`src/rtl/dmem_responder.sv`:
```
// Data-memory responder: turns one CPU load/store into at most one word-wide
// memory transaction, handling byte lanes, alignment faults and the reply pulse.
module dmem_responder #(
   parameter logic [6:0] ALE_CODE = 7'b0000001
) (
   input  logic        clk,
   input  logic        rst,
   input  logic        valid,
   input  logic        op,
   input  logic [31:0] addr,
   input  logic [3:0]  write_type,
   input  logic [31:0] w_data_CPU,
   output logic        data_valid,
   output logic [31:0] r_data_CPU,
   output logic [6:0]  cache_exception,
   output logic [31:0] cache_badv,
   output logic        mem_req,
   output logic        mem_we,
   output logic [31:0] mem_addr,
   output logic [3:0]  mem_wstrb,
   output logic [31:0] mem_wdata,
   input  logic        mem_ready,
   input  logic        mem_rvalid,
   input  logic [31:0] mem_rdata
);

   localparam logic [1:0] IDLE  = 2'd0;
   localparam logic [1:0] ISSUE = 2'd1;
   localparam logic [1:0] WAIT  = 2'd2;
   localparam logic [1:0] RESP  = 2'd3;

   logic [1:0]  state;
   logic        op_q;
   logic [31:0] addr_q;
   logic [3:0]  size_mask_q;
   logic [31:0] wdata_q;
   logic [31:0] rdata_q;
   logic        exc_q;

   logic [3:0]  size_mask_in;
   logic        misaligned;
   logic [4:0]  lane_shift;
   logic [31:0] data_mask;

   // Unknown size encodings fall back to a full word access.
   always_comb begin
      case (write_type)
         4'b0001: size_mask_in = 4'b0001;
         4'b0011: size_mask_in = 4'b0011;
         default: size_mask_in = 4'b1111;
      endcase
      misaligned = ((size_mask_in == 4'b0011) && addr[0]) ||
                   ((size_mask_in == 4'b1111) && (addr[1:0] != 2'b00));
   end

   assign lane_shift = {addr_q[1:0], 3'b000};
   assign data_mask  = {{16{size_mask_q[3]}}, {8{size_mask_q[1]}}, 8'hFF};

   always_ff @(posedge clk or posedge rst) begin
      if (rst) begin
         state       <= IDLE;
         op_q        <= 1'b0;
         addr_q      <= 32'd0;
         size_mask_q <= 4'd0;
         wdata_q     <= 32'd0;
         rdata_q     <= 32'd0;
         exc_q       <= 1'b0;
      end else begin
         case (state)
            IDLE: begin
               if (valid) begin
                  op_q        <= op;
                  addr_q      <= addr;
                  size_mask_q <= size_mask_in;
                  wdata_q     <= w_data_CPU;
                  rdata_q     <= 32'd0;
                  exc_q       <= misaligned;
                  state       <= misaligned ? RESP : ISSUE;
               end
            end
            ISSUE: begin
               if (mem_ready) state <= WAIT;
            end
            WAIT: begin
               if (mem_rvalid) begin
                  rdata_q <= op_q ? 32'd0 : ((mem_rdata >> lane_shift) & data_mask);
                  state   <= RESP;
               end
            end
            default: state <= IDLE;
         endcase
      end
   end

   // Every output is gated by state so it reads zero outside its owning phase.
   always_comb begin
      data_valid      = 1'b0;
      r_data_CPU      = 32'd0;
      cache_exception = 7'd0;
      cache_badv      = 32'd0;
      mem_req         = 1'b0;
      mem_we          = 1'b0;
      mem_addr        = 32'd0;
      mem_wstrb       = 4'd0;
      mem_wdata       = 32'd0;
      if (state == RESP) begin
         data_valid = 1'b1;
         r_data_CPU = rdata_q;
         if (exc_q) begin
            cache_exception = ALE_CODE;
            cache_badv      = addr_q;
         end
      end
      if (state == ISSUE) begin
         mem_req   = 1'b1;
         mem_we    = op_q;
         mem_addr  = {addr_q[31:2], 2'b00};
         mem_wstrb = op_q ? (size_mask_q << addr_q[1:0]) : 4'b0000;
         mem_wdata = wdata_q << lane_shift;
      end
   end

endmodule

```
`config.mk`:
```
export PLATFORM = sky130hd
export DESIGN_NAME = dmem_responder
export DESIGN_NICKNAME = d
export VERILOG_FILES = /design/src/rtl/dmem_responder.sv
export SDC_FILE = /design/constraint.sdc
export NUM_CORES = 1
export LEC_CHECK = 0
export ABC_CLOCK_PERIOD_IN_PS = 4500
export CAP_MARGIN = 20
export CORE_MARGIN = 10
export CORE_UTILIZATION = 33
export DETAILED_ROUTE_END_ITERATION = 10
export GPL_ROUTABILITY_DRIVEN = 0
export SLEW_MARGIN = 10
export SYNTH_ARGS = -nofsm -noshare
export SYNTH_HDL_FRONTEND = slang
export SYNTH_SLANG_ARGS = --single-unit
```
`constraint.sdc`:
```
create_clock -name clk -period 4.5 [get_ports clk]
set_input_delay 0.675 -clock clk [delete_from_list [all_inputs] [get_ports clk]]
set_output_delay 0.675 -clock clk [all_outputs]
set_load 0.05 [all_outputs]
```
**Word level (Yosys, flattened, before mapping)**

Index checks and enable logic that the tools add are counted.
Widths: inputs -> output; s select.

- Reductions and logical operators: 9
- Equal/unequal tests: 10
- Bitwise operators: 1
- Shift operators: 3
- Multiplexer cells: 22

Operator list:

| kind | count |
|---|---|
| $mux 32 | 8 |
| $pmux 32 s2 | 1 |
| $and 32x32->32 | 1 |
| $shl 32x5->32 | 1 |
| $shr 32x5->32 | 1 |
| $eq 4x2->1 const B | 2 |
| $mux 2 | 4 |
| $mux 4 | 2 |
| $pmux 4 s2 | 1 |
| $ne 2x2->1 const B | 3 |
| $pmux 2 s3 | 1 |
| $reduce_and 3->1 | 2 |
| $mux 1 | 5 |
| $eq 2x2->1 const B | 2 |
| $eq 4x1->1 const B | 1 |
| $eq 4x4->1 const B | 1 |
| $reduce_bool 2->1 | 2 |
| $shl 4x2->4 | 1 |
| $eq 2x1->1 const B | 1 |
| $logic_and 1x1->1 | 2 |
| $logic_not 2->1 | 1 |
| $reduce_and 2->1 | 1 |
| $logic_or 1x1->1 | 1 |

- Register bits: 104
- Logic and storage cells: 52

**Logic depth before layout (Yosys ltp)**

Gate-level depths: netlist (run 1).

- Word-level depth: 8
- Mapped depth: 7
- Mapped depth without buffers: 5

**Worst setup path before layout (run 1)**

OpenSTA, ideal clock, no wires.

- Kind: flip-flop to output port
- Start point: register state[1]
- End point: output port mem_wstrb[3]
- Cell stages (with the launch flop): 6
- Slack: 1.295 ns
- Required time: 3.825 ns
- Data arrival time: 2.530 ns
- Cells stage by stage: dfrtp_1 inv_1 ha_1 clkbuf_1 nand2_1 a211oi_1

- Cells in the longest elaborated chain, start to end: 2

Ends and longest elaborated chain:

| what | line | source |
|---|---|---|
| from (decl) | 32 | `logic [1:0] state;` |
| from (signal assigned) | 78 | `state <= misaligned ? RESP : ISSUE;` |
| $eq 2x1->1 | 114 | `if (state == ISSUE) begin` |
| $mux 4 | 114 |  |
| to (decl) | 20 | `output logic [3:0] mem_wstrb,` |

Every way passes these cells.

**Worst setup path after layout (run 1)**

- Start point: register addr_q[0]
- End point: output port mem_wdata[23]

- Cells in the longest elaborated chain, start to end: 2

Ends and longest elaborated chain:

| what | line | source |
|---|---|---|
| from (decl) | 34 | `logic [31:0] addr_q;` |
| from (signal assigned) | 73 | `addr_q <= addr;` |
| $shl 32x5->32 | 119 | `mem_wdata = wdata_q << lane_shift;` |
| $mux 32 | 114 |  |
| to (decl) | 21 | `output logic [31:0] mem_wdata,` |

Every way passes these cells.

==> Flow_metrics.wiki, run 1 <==
{| class="wikitable"
! Metric !! Value
|-
| DR vias/cell || 5.02
|-
| Power density relative to cell area || 699 mW/mm2
|-
| First-pass GRT wire length || 32600 um
|-
| Number of global-route vias before repair || 5378
|-
| Number of antenna violations at the first check in global routing || 3
|-
| Average size of a mapped cell || 11.0 um2
|-
| CP startpoint kind || flip-flop
|-
| Fillers || 1586
|-
| Portion of the post-synthesis area used by sequential elements || 43.6%
|-
| Final number of setup-violating endpoints || 0
|-
| Maximum level of the CTS H-tree || 3
|-
| Hold slack || 0.488 ns
|-
| Critical setup path kind || reg -> out
|-
| ANT nets after route || 0
|-
| Clock latency at the later pin of the worst-skew pair || 0.35 ns
|-
| Cell taking the most area after synthesis || sky130_fd_sc_hd__dfrtp_1
|-
| Count of unique library cells instantiated by Yosys || 41
|-
| Post-CTS setup buffer count || 0
|-
| Number of enable flip-flop cells after synthesis || 0
|-
| Finished Cell Area || 0.00872 mm2
|-
| Final clock period utilization by the worst path || 78.3%
|-
| Setup repair after global routing missed its margin || no
|-
| Non-filler cells, final || 981
|-
| P_leak || 3.84 nW
|-
| Post-detailed-route wirelength per cell || 21.3 um
|-
| Worst-path fanout max || 29
|-
| Slew at the pin with the worst max-slew slack || 0.969 ns
|-
| All-Layer GR Usage || 17.2%
|-
| Data arrival time at the worst-slack endpoint || 2.85 ns
|-
| Number of buffers added to fix hold violations after cts || 0
|-
| Number of remaining DRC errors || 0
|-
| Most instantiated cells after synthesis || 103 x sky130_fd_sc_hd__dfrtp_1, 87 x sky130_fd_sc_hd__mux2_2, 79 x sky130_fd_sc_hd__and2_1
|-
| Cells taking the most area after synthesis || sky130_fd_sc_hd__dfrtp_1 44%, sky130_fd_sc_hd__mux2_2 17%, sky130_fd_sc_hd__and2_1 8.4%
|-
| Starting density of the core || 33.9%
|-
| Share of cells above drive strength 1 || 17.1%
|-
| Number of port buffers || 239
|-
| Total congestion overflow after global routing || 0
|-
| Drt first-iter violations || 122
|-
| Routed via count || 4927
|-
| Library cell used as clock root buffer || sky130_fd_sc_hd__clkbuf_16
|-
| Standard-cell row count || 48
|-
| Min cycle time layout || 3.52 ns
|-
| Dpl cell area || 0.00838 mm2
|-
| Largest net degree at the start of global routing || 69
|-
| Number of synthesized register bits || 103
|-
| Max Clock Skew || 0.00748 ns
|-
| X dimension of the die || 154 um
|-
| Fraction of registers with async set or reset after synthesis || 100%
|-
| Number of CTS-inserted buffers || 9
|-
| Timing-limited maximum frequency || 284 MHz
|-
| Worst R2R Start || addr_q[1]
|-
| Hold path startpoint || rdata_q[18]
|-
| Dominant cell by count in the synthesized netlist || sky130_fd_sc_hd__dfrtp_1
|-
| Placed wire-length estimate after detailed placement || 15500 um
|-
| Cell count after synthesis || 538
|-
| Kind of path behind the tightest hold check || reg -> reg
|-
| Required time at the worst-slack endpoint || 3.83 ns
|-
| Result of the run || finished, final reports clean
|-
| Total negative slack || 0 ns
|-
| Worst reg2reg path depth || 4
|-
| Synth Warn # || 0
|-
| Origin of the worst setup path || addr_q[0]
|-
| Top-level port count || 248
|-
| Placed Cells incl. Taps || 962
|-
| P&R area growth vs syn || 47.6%
|-
| Max_slew headroom || 35.4%
|-
| Synth Flop Type || sky130_fd_sc_hd__dfrtp_1
|-
| TritonCTS clock tree || built
|-
| TritonRoute pass-1 iters || 4
|-
| Core region area || 0.0174 mm2
|-
| Detailed Route WL || 20900 um
|-
| Die boundary height || 154 um
|-
| Number of max-capacitance violations reported || 0
|-
| Number of cells on the worst hold path || 1
|-
| Total number of nets in the final design || 859
|-
| Number of sinks on the clock net || 103
|-
| Maximum clock path buffer count || 2
|-
| VDD IR max || 354 uV
|-
| Critical Path End Type || output port
|-
| Slew Limit Fails || 0
|-
| Mapped cell area || 0.00591 mm2
|-
| Quantity of gates resized following cts || 0
|-
| Final-report hold violation count || 0
|-
| Synth top area share || 43.6%
|-
| Area enclosed by the die boundary || 0.0237 mm2
|-
| Clk slew on worst S/H paths || 0.07 ns
|}
## worst max-delay path: stages, from the launching register on
cell and delay (ns):
sky130_fd_sc_hd__dfrtp_4 0.67, sky130_fd_sc_hd__nor2b_1 0.37, sky130_fd_sc_hd__buf_4 0.31, sky130_fd_sc_hd__o2bb2ai_1 0.14
sky130_fd_sc_hd__and2_1 0.17, sky130_fd_sc_hd__clkdlybuf4s50_1 0.82
## state kept, by name, summed over array words and instances, names as in the netlist
register     count
addr_q          32
exc_q            1
op_q             1
rdata_q         32
size_mask_q      3
state            2
wdata_q         32
## layout make-up
| class | count | area (um2) | share of cell area [%] |
|---|---|---|---|
| clock buffer | 10 | 239 | 2.74 |
| inverter | 4 | 17.5 | 0.201 |
| tap | 225 | 282 | 3.23 |
| timing repair buffer | 247 | 2460 | 28.2 |
| multi-input combinational | 384 | 3060 | 35.1 |
| clock inverter | 6 | 68.8 | 0.789 |
| sequential | 103 | 2580 | 29.6 |
| antenna | 2 | 5.00 | 0.0574 |
## worst paths after layout
path	end	slack [ns]
hold reg to reg	rdata_q[18]	0.49
max in group asynchronous	rdata_q[19]	2.86
setup / recovery	mem_wdata[23]	0.98
setup reg to reg	rdata_q[29]	2.02
min in group asynchronous	wdata_q[3]	0.74
hold / removal	rdata_q[18]	0.49
## per-layer routing
layer	vias to the layer above	global-route usage, %	part of all wire, %
met5	-	0	0.096
met4	2	3.82	1.3
met3	19	7.64	8.7
met2	191	27.3	47
met1	2423	21.1	43
li1	2292	-	-
## power breakdown
part	total [W]	internal, W	leakage (nW)	switching [W]
Sequential	0.00176	0.00133	1.27	0.000428
Clock	0.000815	0.000450	0.149	0.000365
Combinational	0.00352	0.00143	2.42	0.00209
## cell families after synthesis
kind of cell             Yosys count  synth area share, %
AND/OR/NAND/NOR                  190                 19.0
flip-flops                       103                 43.6
AO/OA/AOI/OAI                     58                 8.43
other                              1               0.0635
adder cells (fa/ha/maj)            4                0.847
buffers and inverters             58                 5.08
multiplexers                     124                 22.9
## cell usage in the layout, fill, tap and decap left out, types with 9 or more instances in the layout
cell type                         count
sky130_fd_sc_hd__nor2_1              21
sky130_fd_sc_hd__clkdlybuf4s50_1    230
sky130_fd_sc_hd__and2_1              79
sky130_fd_sc_hd__nor2b_1             11
sky130_fd_sc_hd__nand2_1             22
sky130_fd_sc_hd__o2bb2ai_1           16
sky130_fd_sc_hd__dfrtp_1            101
sky130_fd_sc_hd__buf_4               15
sky130_fd_sc_hd__mux2i_1             34
sky130_fd_sc_hd__mux2_2              87
sky130_fd_sc_hd__nor3b_1             10
sky130_fd_sc_hd__and3_1              33
sky130_fd_sc_hd__clkbuf_16            9
## per-stage QoR
stage	worst slack (ns)	total power (W)	utilization, %
after floorplan	1.12	0.00419	-
after global placement	1.34	0.00523	48.1
after detailed placement	1.33	0.00529	48.1
after CTS	0.931	0.00613	49.9
after global routing	0.845	0.00646	50.1
final	0.976	0.00609	50.1
Power figures use the tool's default switching activity.
==> run 2, diff against run 1 <==
ABC_CLOCK_PERIOD_IN_PS = 3500   (was 4500)
clock period = 3.5 ns   (was 4.5 ns; I/O delays follow)
==> Flow_metrics.wiki, run 2 (same netlist as run 1, synthesis figures left out) <==
{| class="wikitable"
! Metric !! Value
|-
| Total negative slack || 0 ns (unchanged)
|-
| Number of port buffers || 239 (unchanged)
|-
| Number of buffers added to fix hold violations after cts || 0 (unchanged)
|-
| First-pass GRT wire length || 33000 um (+1.3%)
|-
| P_leak || 4.02 nW (+4.7%)
|-
| Comb pwr share || 58.5% (+0.7 points)
|-
| Area of the multi-input gates || 0.00306 mm2 (unchanged)
|-
| Share of cells above drive strength 1 || 24.9% (+7.8 points)
|-
| ANT nets after route || 0 (unchanged)
|-
| Maximum clock path buffer count || 2 (unchanged)
|-
| Hold path startpoint || rdata_q[4]
|-
| Core region area || 0.0174 mm2 (unchanged)
|-
| Die boundary height || 154 um (unchanged)
|-
| Standard-cell row count || 48 (unchanged)
|-
| X dimension of the die || 154 um (unchanged)
|-
| Top-level port count || 248 (unchanged)
|-
| Timing-limited maximum frequency || 306 MHz
|-
| TritonCTS clock tree || built
|-
| Max_slew headroom || 39.3% (+3.9 points)
|-
| Net switching power || 0.00374 W (+30%)
|-
| Flop pwr share || 28.2% (-0.6 points)
|-
| Worst flop-to-flop path endpoint || rdata_q[27]
|-
| Data arrival time at the worst-slack endpoint || 2.74 ns (-0.11 ns)
|-
| Worst-path fanout max || 37 (+28%)
|-
| All-Layer GR Usage || 17.4% (+0.21 points)
|-
| Hold-critical path endpoint || rdata_q[4]
|-
| Register Area || 0.00258 mm2 (unchanged)
|-
| Fillers || 1573 (-0.82%)
|-
| Final number of setup-violating endpoints || 0 (unchanged)
|-
| Starting density of the core || 33.9% (unchanged)
|-
| Critical Path End Type || output port
|-
| Most frequent cells in the layout || 171 x sky130_fd_sc_hd__clkdlybuf4s50_1, 101 x sky130_fd_sc_hd__dfrtp_1, 87 x sky130_fd_sc_hd__mux2_2
|-
| Final clock period utilization by the worst path || 93.3%
|-
| Total number of nets in the final design || 859 (unchanged)
|-
| Number of sinks on the clock net || 103 (unchanged)
|-
| Largest net degree at the start of global routing || 59 (-14%)
|-
| Clock latency at the later pin of the worst-skew pair || 0.35 ns (about the same)
|-
| Worst R2R Start || state[0]
|-
| Post-CTS setup buffer count || 0 (unchanged)
|-
| Area enclosed by the die boundary || 0.0237 mm2 (unchanged)
|-
| Maximum level of the CTS H-tree || 3 (unchanged)
|-
| Switching part of the total || 47.0% (-0.29 points)
|-
| Slew at the pin with the worst max-slew slack || 0.911 ns (-0.0587 ns)
|-
| Number of max-capacitance violations reported || 0 (unchanged)
|-
| Kind of path behind the tightest hold check || reg -> reg
|-
| Power density relative to cell area || 893 mW/mm2 (+28%)
|-
| Setup repair after global routing missed its margin || no
|-
| Required time at the worst-slack endpoint || 2.97 ns (-0.86 ns)
|-
| Detailed Route WL || 20800 um (-0.48%)
|-
| Min cycle time layout || 3.26 ns
|-
| Reg2Reg Setup Slack || 1.33 ns (-0.69 ns)
|-
| Placed wire-length estimate after detailed placement || 15500 um (about the same)
|-
| Total congestion overflow after global routing || 0 (unchanged)
|-
| Result of the run || finished, final reports clean
|-
| Drt first-iter violations || 179 (+47%)
|-
| Number of antenna violations at the first check in global routing || 0 (-3)
|-
| Relative contribution of the clock network to total power || 13.3% (about the same)
|-
| Final worst slack || 0.235 ns (-0.741 ns)
|-
| Quantity of gates resized following cts || 0 (unchanged)
|-
| Number of remaining DRC errors || 0 (unchanged)
|-
| DR vias/cell || 5.05 (+0.61%)
|-
| TritonRoute pass-1 iters || 4 (unchanged)
|-
| Critical setup path kind || reg -> out
|-
| Max Clock Skew || 0.00716 ns (-0.000318 ns)
|-
| Place WS || 0.594 ns (-0.740 ns)
|-
| Library cell used as clock root buffer || sky130_fd_sc_hd__clkbuf_16
|-
| Biggest regs || addr_q x32, rdata_q x32, wdata_q x32
|-
| Number of global-route vias before repair || 5401 (+0.43%)
|-
| Post-detailed-route wirelength per cell || 21.2 um (-0.28%)
|-
| Number of CTS-inserted buffers || 9 (unchanged)
|-
| Clk slew on worst S/H paths || 0.07 ns (about the same)
|-
| Antenna diode count || 0 (-2)
|-
| Number of cells on the worst hold path || 1 (unchanged)
|-
| Slew Limit Fails || 0 (unchanged)
|-
| Worst reg2reg path depth || 5 (+1)
|-
| Commonest non-fill, non-tap cell in the layout || sky130_fd_sc_hd__clkdlybuf4s50_1
|-
| Routed via count || 4947 (+0.41%)
|-
| Final-report hold violation count || 0 (unchanged)
|-
| VDD IR max || 471 uV (+33%)
|-
| CP startpoint kind || flip-flop
|-
| Cell-internal power || 0.00421 W (+31%)
|-
| P&R area growth vs syn || 50.5%
|}
run 2: per-stage QoR:
step           std cells  hold slack [ns]  instance area (um2)  power, W  util [%]
4_1_cts              979            0.495                 8890   0.00805      51.1
3_5_place_dp         963            0.478                 8590   0.00695      49.3
6_report             979            0.496                 8890   0.00795      51.1
3_3_place_gp         963            0.472                 8590   0.00687      49.3
5_1_grt              979            0.511                 8890   0.00845      51.1
2_1_floorplan        545            0.449                 5930   0.00539         -
run 2: critical path: stages, from the launching register on:
cell                              delay (ns)
sky130_fd_sc_hd__dfrtp_1                0.41
sky130_fd_sc_hd__ha_2                   0.59
sky130_fd_sc_hd__buf_4                  0.39
sky130_fd_sc_hd__and2_1                 0.18
sky130_fd_sc_hd__clkdlybuf4s50_1        0.82
run 2: worst max path at each step:
| stage | startpoint | end | slack [ns] | cells after the start |
|---|---|---|---|---|
| after floorplan | rst | addr_q[0] | 0.27 | 1 |
| after global placement | state[0] | r_data_CPU[15] | 0.68 | 4 |
| after detailed placement | state[0] | r_data_CPU[8] | 0.59 | 4 |
| after CTS | state[0] | r_data_CPU[8] | 0.19 | 4 |
| after global routing | state[0] | r_data_CPU[8] | 0.06 | 4 |
| final | state[0] | r_data_CPU[8] | 0.24 | 4 |
run 2: layout make-up:
type                            count  share of cell area [%]
Clock inverter                      7                   0.901
Multi-Input combinational cell    384                    34.4
Sequential cell                   103                    29.0
Clock buffer                        9                    2.53
Timing Repair Buffer              247                    29.7
Inverter                            4                   0.197
Tap cell                          225                    3.17
run 2: per-layer routing:
| metal | routed length, um | up-vias | global-route usage, % |
|---|---|---|---|
| met1 | 8770 | 2450 | 20.9 |
| met4 | 247 | 0 | 4.14 |
| li1 | - | 2301 | - |
| met3 | 1740 | 13 | 6.89 |
| met2 | 10000 | 183 | 28.6 |
| met5 | 0 | - | 0 |
run 2: power groups by stage:
stage	clock, W	combinational, W	sequential [W]
after floorplan	0	0.00344	0.00194
after global placement	0	0.00463	0.00224
after detailed placement	0	0.00469	0.00227
after CTS	0.00110	0.00470	0.00225
after global routing	0.00114	0.00497	0.00233
final	0.00106	0.00465	0.00224
==> run 3, diff against run 2 <==
ABC_CLOCK_PERIOD_IN_PS = default   (was 3500)
CORE_ASPECT_RATIO = 0.9   (was default)
==> Flow_metrics.wiki, run 3 (same netlist as run 1, synthesis figures left out) <==
{| class="wikitable"
! Metric !! Value
|-
| Area enclosed by the die boundary || 0.0237 mm2 (about the same)
|-
| Final number of setup-violating endpoints || 0 (unchanged)
|-
| All-Layer GR Usage || 16.9% (-0.55 points)
|-
| CP startpoint kind || flip-flop
|-
| ANT nets after route || 0 (unchanged)
|-
| Slew at the pin with the worst max-slew slack || 0.961 ns (+0.0504 ns)
|-
| Power density relative to cell area || 888 mW/mm2 (-0.66%)
|-
| X dimension of the die || 161 um (+4.7%)
|-
| Critical Path End Type || output port
|-
| Share of cells above drive strength 1 || 25.1% (+0.13 points)
|-
| Antenna diode count || 0 (unchanged)
|-
| Clock latency at the later pin of the worst-skew pair || 0.36 ns (about the same)
|-
| Max Clock Skew || 0.0105 ns (+0.00332 ns)
|-
| Fillers || 1576 (+0.19%)
|-
| Number of cells on the worst hold path || 1 (unchanged)
|-
| Starting density of the core || 33.5% (-0.38 points)
|-
| Clk slew on worst S/H paths || 0.07 ns (about the same)
|-
| Data arrival time at the worst-slack endpoint || 2.72 ns (-0.02 ns)
|-
| Total number of nets in the final design || 859 (unchanged)
|-
| Kind of path behind the tightest hold check || reg -> reg
|-
| Final clock period utilization by the worst path || 92.7% (-0.59 points)
|-
| Slowest library cell on the worst path || sky130_fd_sc_hd__ha_2
|-
| Number of buffers added to fix hold violations after cts || 0 (unchanged)
|-
| Result of the run || finished, final reports clean
|-
| Hold slack || 0.487 ns (-0.00856 ns)
|-
| Core region area || 0.0176 mm2 (+1.1%)
|-
| P_leak || 4.02 nW (-0.19%)
|-
| Standard-cell row count || 46 (-4.2%)
|-
| CP peak stage delay || 0.83 ns (about the same)
|-
| Die boundary height || 147 um (-4.5%)
|-
| Worst-path fanout max || 68 (+84%)
|-
| Post-detailed-route wirelength per cell || 20.5 um (-3.6%)
|-
| Biggest regs || addr_q x32, rdata_q x32, wdata_q x32
|-
| Hold-critical path endpoint || rdata_q[20]
|-
| Worst reg2reg path depth || 4 (-1)
|-
| Reg2Reg Setup Slack || 0.98 ns (-0.35 ns)
|-
| Commonest non-fill, non-tap cell in the layout || sky130_fd_sc_hd__clkdlybuf4s50_1
|-
| TritonCTS clock tree || built
|-
| Dpl cell area || 0.00861 mm2 (+0.25%)
|-
| Setup repair after global routing missed its margin || no
|-
| Most frequent cells in the layout || 171 x sky130_fd_sc_hd__clkdlybuf4s50_1, 101 x sky130_fd_sc_hd__dfrtp_1, 87 x sky130_fd_sc_hd__mux2_2
|-
| Hold path startpoint || rdata_q[20]
|-
| Total negative slack || 0 ns (unchanged)
|-
| Quantity of gates resized following cts || 0 (unchanged)
|-
| Number of sinks on the clock net || 103 (unchanged)
|-
| Critical setup path kind || reg -> out
|-
| TritonRoute pass-1 iters || 4 (unchanged)
|-
| Number of global-route vias before repair || 5370 (-0.57%)
|-
| CP cell instances || ha_2 > and3_1 > clkdlybuf4s50_1
|-
| Detailed Route WL || 20300 um (-2.1%)
|-
| P&R area growth vs syn || 50.7% (about the same)
|-
| VDD IR max || 472 uV (+0.21%)
|-
| Worst R2R Start || addr_q[1]
|-
| Top-level port count || 248 (unchanged)
|-
| Number of antenna violations at the first check in global routing || 0 (unchanged)
|-
| Max_slew headroom || 35.9% (-3.4 points)
|-
| Post-CTS setup buffer count || 0 (unchanged)
|-
| Maximum clock path buffer count || 2 (unchanged)
|-
| Required time at the worst-slack endpoint || 2.97 ns (about the same)
|-
| Finished Cell Area || 0.00890 mm2 (about the same)
|-
| Placed wire-length estimate after detailed placement || 15300 um (-1.6%)
|-
| Maximum level of the CTS H-tree || 3 (unchanged)
|-
| Timing-limited maximum frequency || 308 MHz (+0.64%)
|-
| First-pass GRT wire length || 31700 um (-4.0%)
|-
| Drt first-iter violations || 190 (+6.1%)
|-
| DR vias/cell || 4.93 (-2.4%)
|-
| Number of remaining DRC errors || 0 (unchanged)
|-
| Final-report hold violation count || 0 (unchanged)
|-
| Number of max-capacitance violations reported || 0 (unchanged)
|-
| Library cell used as clock root buffer || sky130_fd_sc_hd__clkbuf_16
|-
| Routed via count || 4900 (-0.95%)
|-
| Largest net degree at the start of global routing || 71 (+20%)
|-
| Slew Limit Fails || 0 (unchanged)
|-
| Worst flop-to-flop path endpoint || rdata_q[27]
|-
| Number of port buffers || 239 (unchanged)
|-
| Total congestion overflow after global routing || 0 (unchanged)
|-
| Number of CTS-inserted buffers || 9 (unchanged)
|-
| Min cycle time layout || 3.24 ns (-0.0207 ns)
|}
[run 3: per-stage QoR]
stage / total power, W / setup slack (ns) / instances / utilization (%)
detailed placement: 0.00696 / 0.592 / 978 / 48.9
finish: 0.00790 / 0.256 / 994 / 50.5
global route: 0.00836 / 0.0285 / 994 / 50.5
global placement: 0.00688 / 0.699 / 978 / 48.9
CTS: 0.00799 / 0.182 / 994 / 50.5
floorplan: 0.00539 / 0.271 / 545 / -
[run 3: worst max path at each step]
stage | startpoint | to | depth (start not counted)
global placement | state[0] | cache_badv[10] | 3
floorplan | rst | addr_q[0] | 1
CTS | state[0] | cache_badv[1] | 3
global route | state[0] | cache_badv[1] | 3
detailed placement | state[0] | cache_badv[5] | 3
finish | state[0] | cache_badv[1] | 3
[run 3: area by class of cell]
type	count	area, um2	area share, %
Clock buffer	9	225	2.53
Tap cell	240	300	3.37
Clock inverter	7	66.3	0.745
Multi-Input combinational cell	384	3060	34.4
Inverter	4	17.5	0.197
Timing Repair Buffer	247	2650	29.7
Sequential cell	103	2580	29.0
[run 3: layer usage]
| layer | global-route usage [%] | share of wire, % |
|---|---|---|
| met5 | 0 | 0 |
| met3 | 7.99 | 9.9 |
| met1 | 20.1 | 42 |
| met2 | 27.1 | 46 |
| met4 | 3.73 | 1.3 |
[run 3: worst max-delay path, delay by kind of cell (launching register included)]
kind                       cells  cell delay [ns]
adders and majority gates      1             0.83
buffers and inverters          1             0.82
DFF                            1             0.39
and+or+nand+nor                1             0.30
[run 3: power by group]
group	leakage, nW	internal [W]	switching (W)
Sequential	1.27	0.00171	0.000601
Combinational	2.60	0.00194	0.00266
Clock	0.141	0.000498	0.000487
Total	4.02	0.00415	0.00375
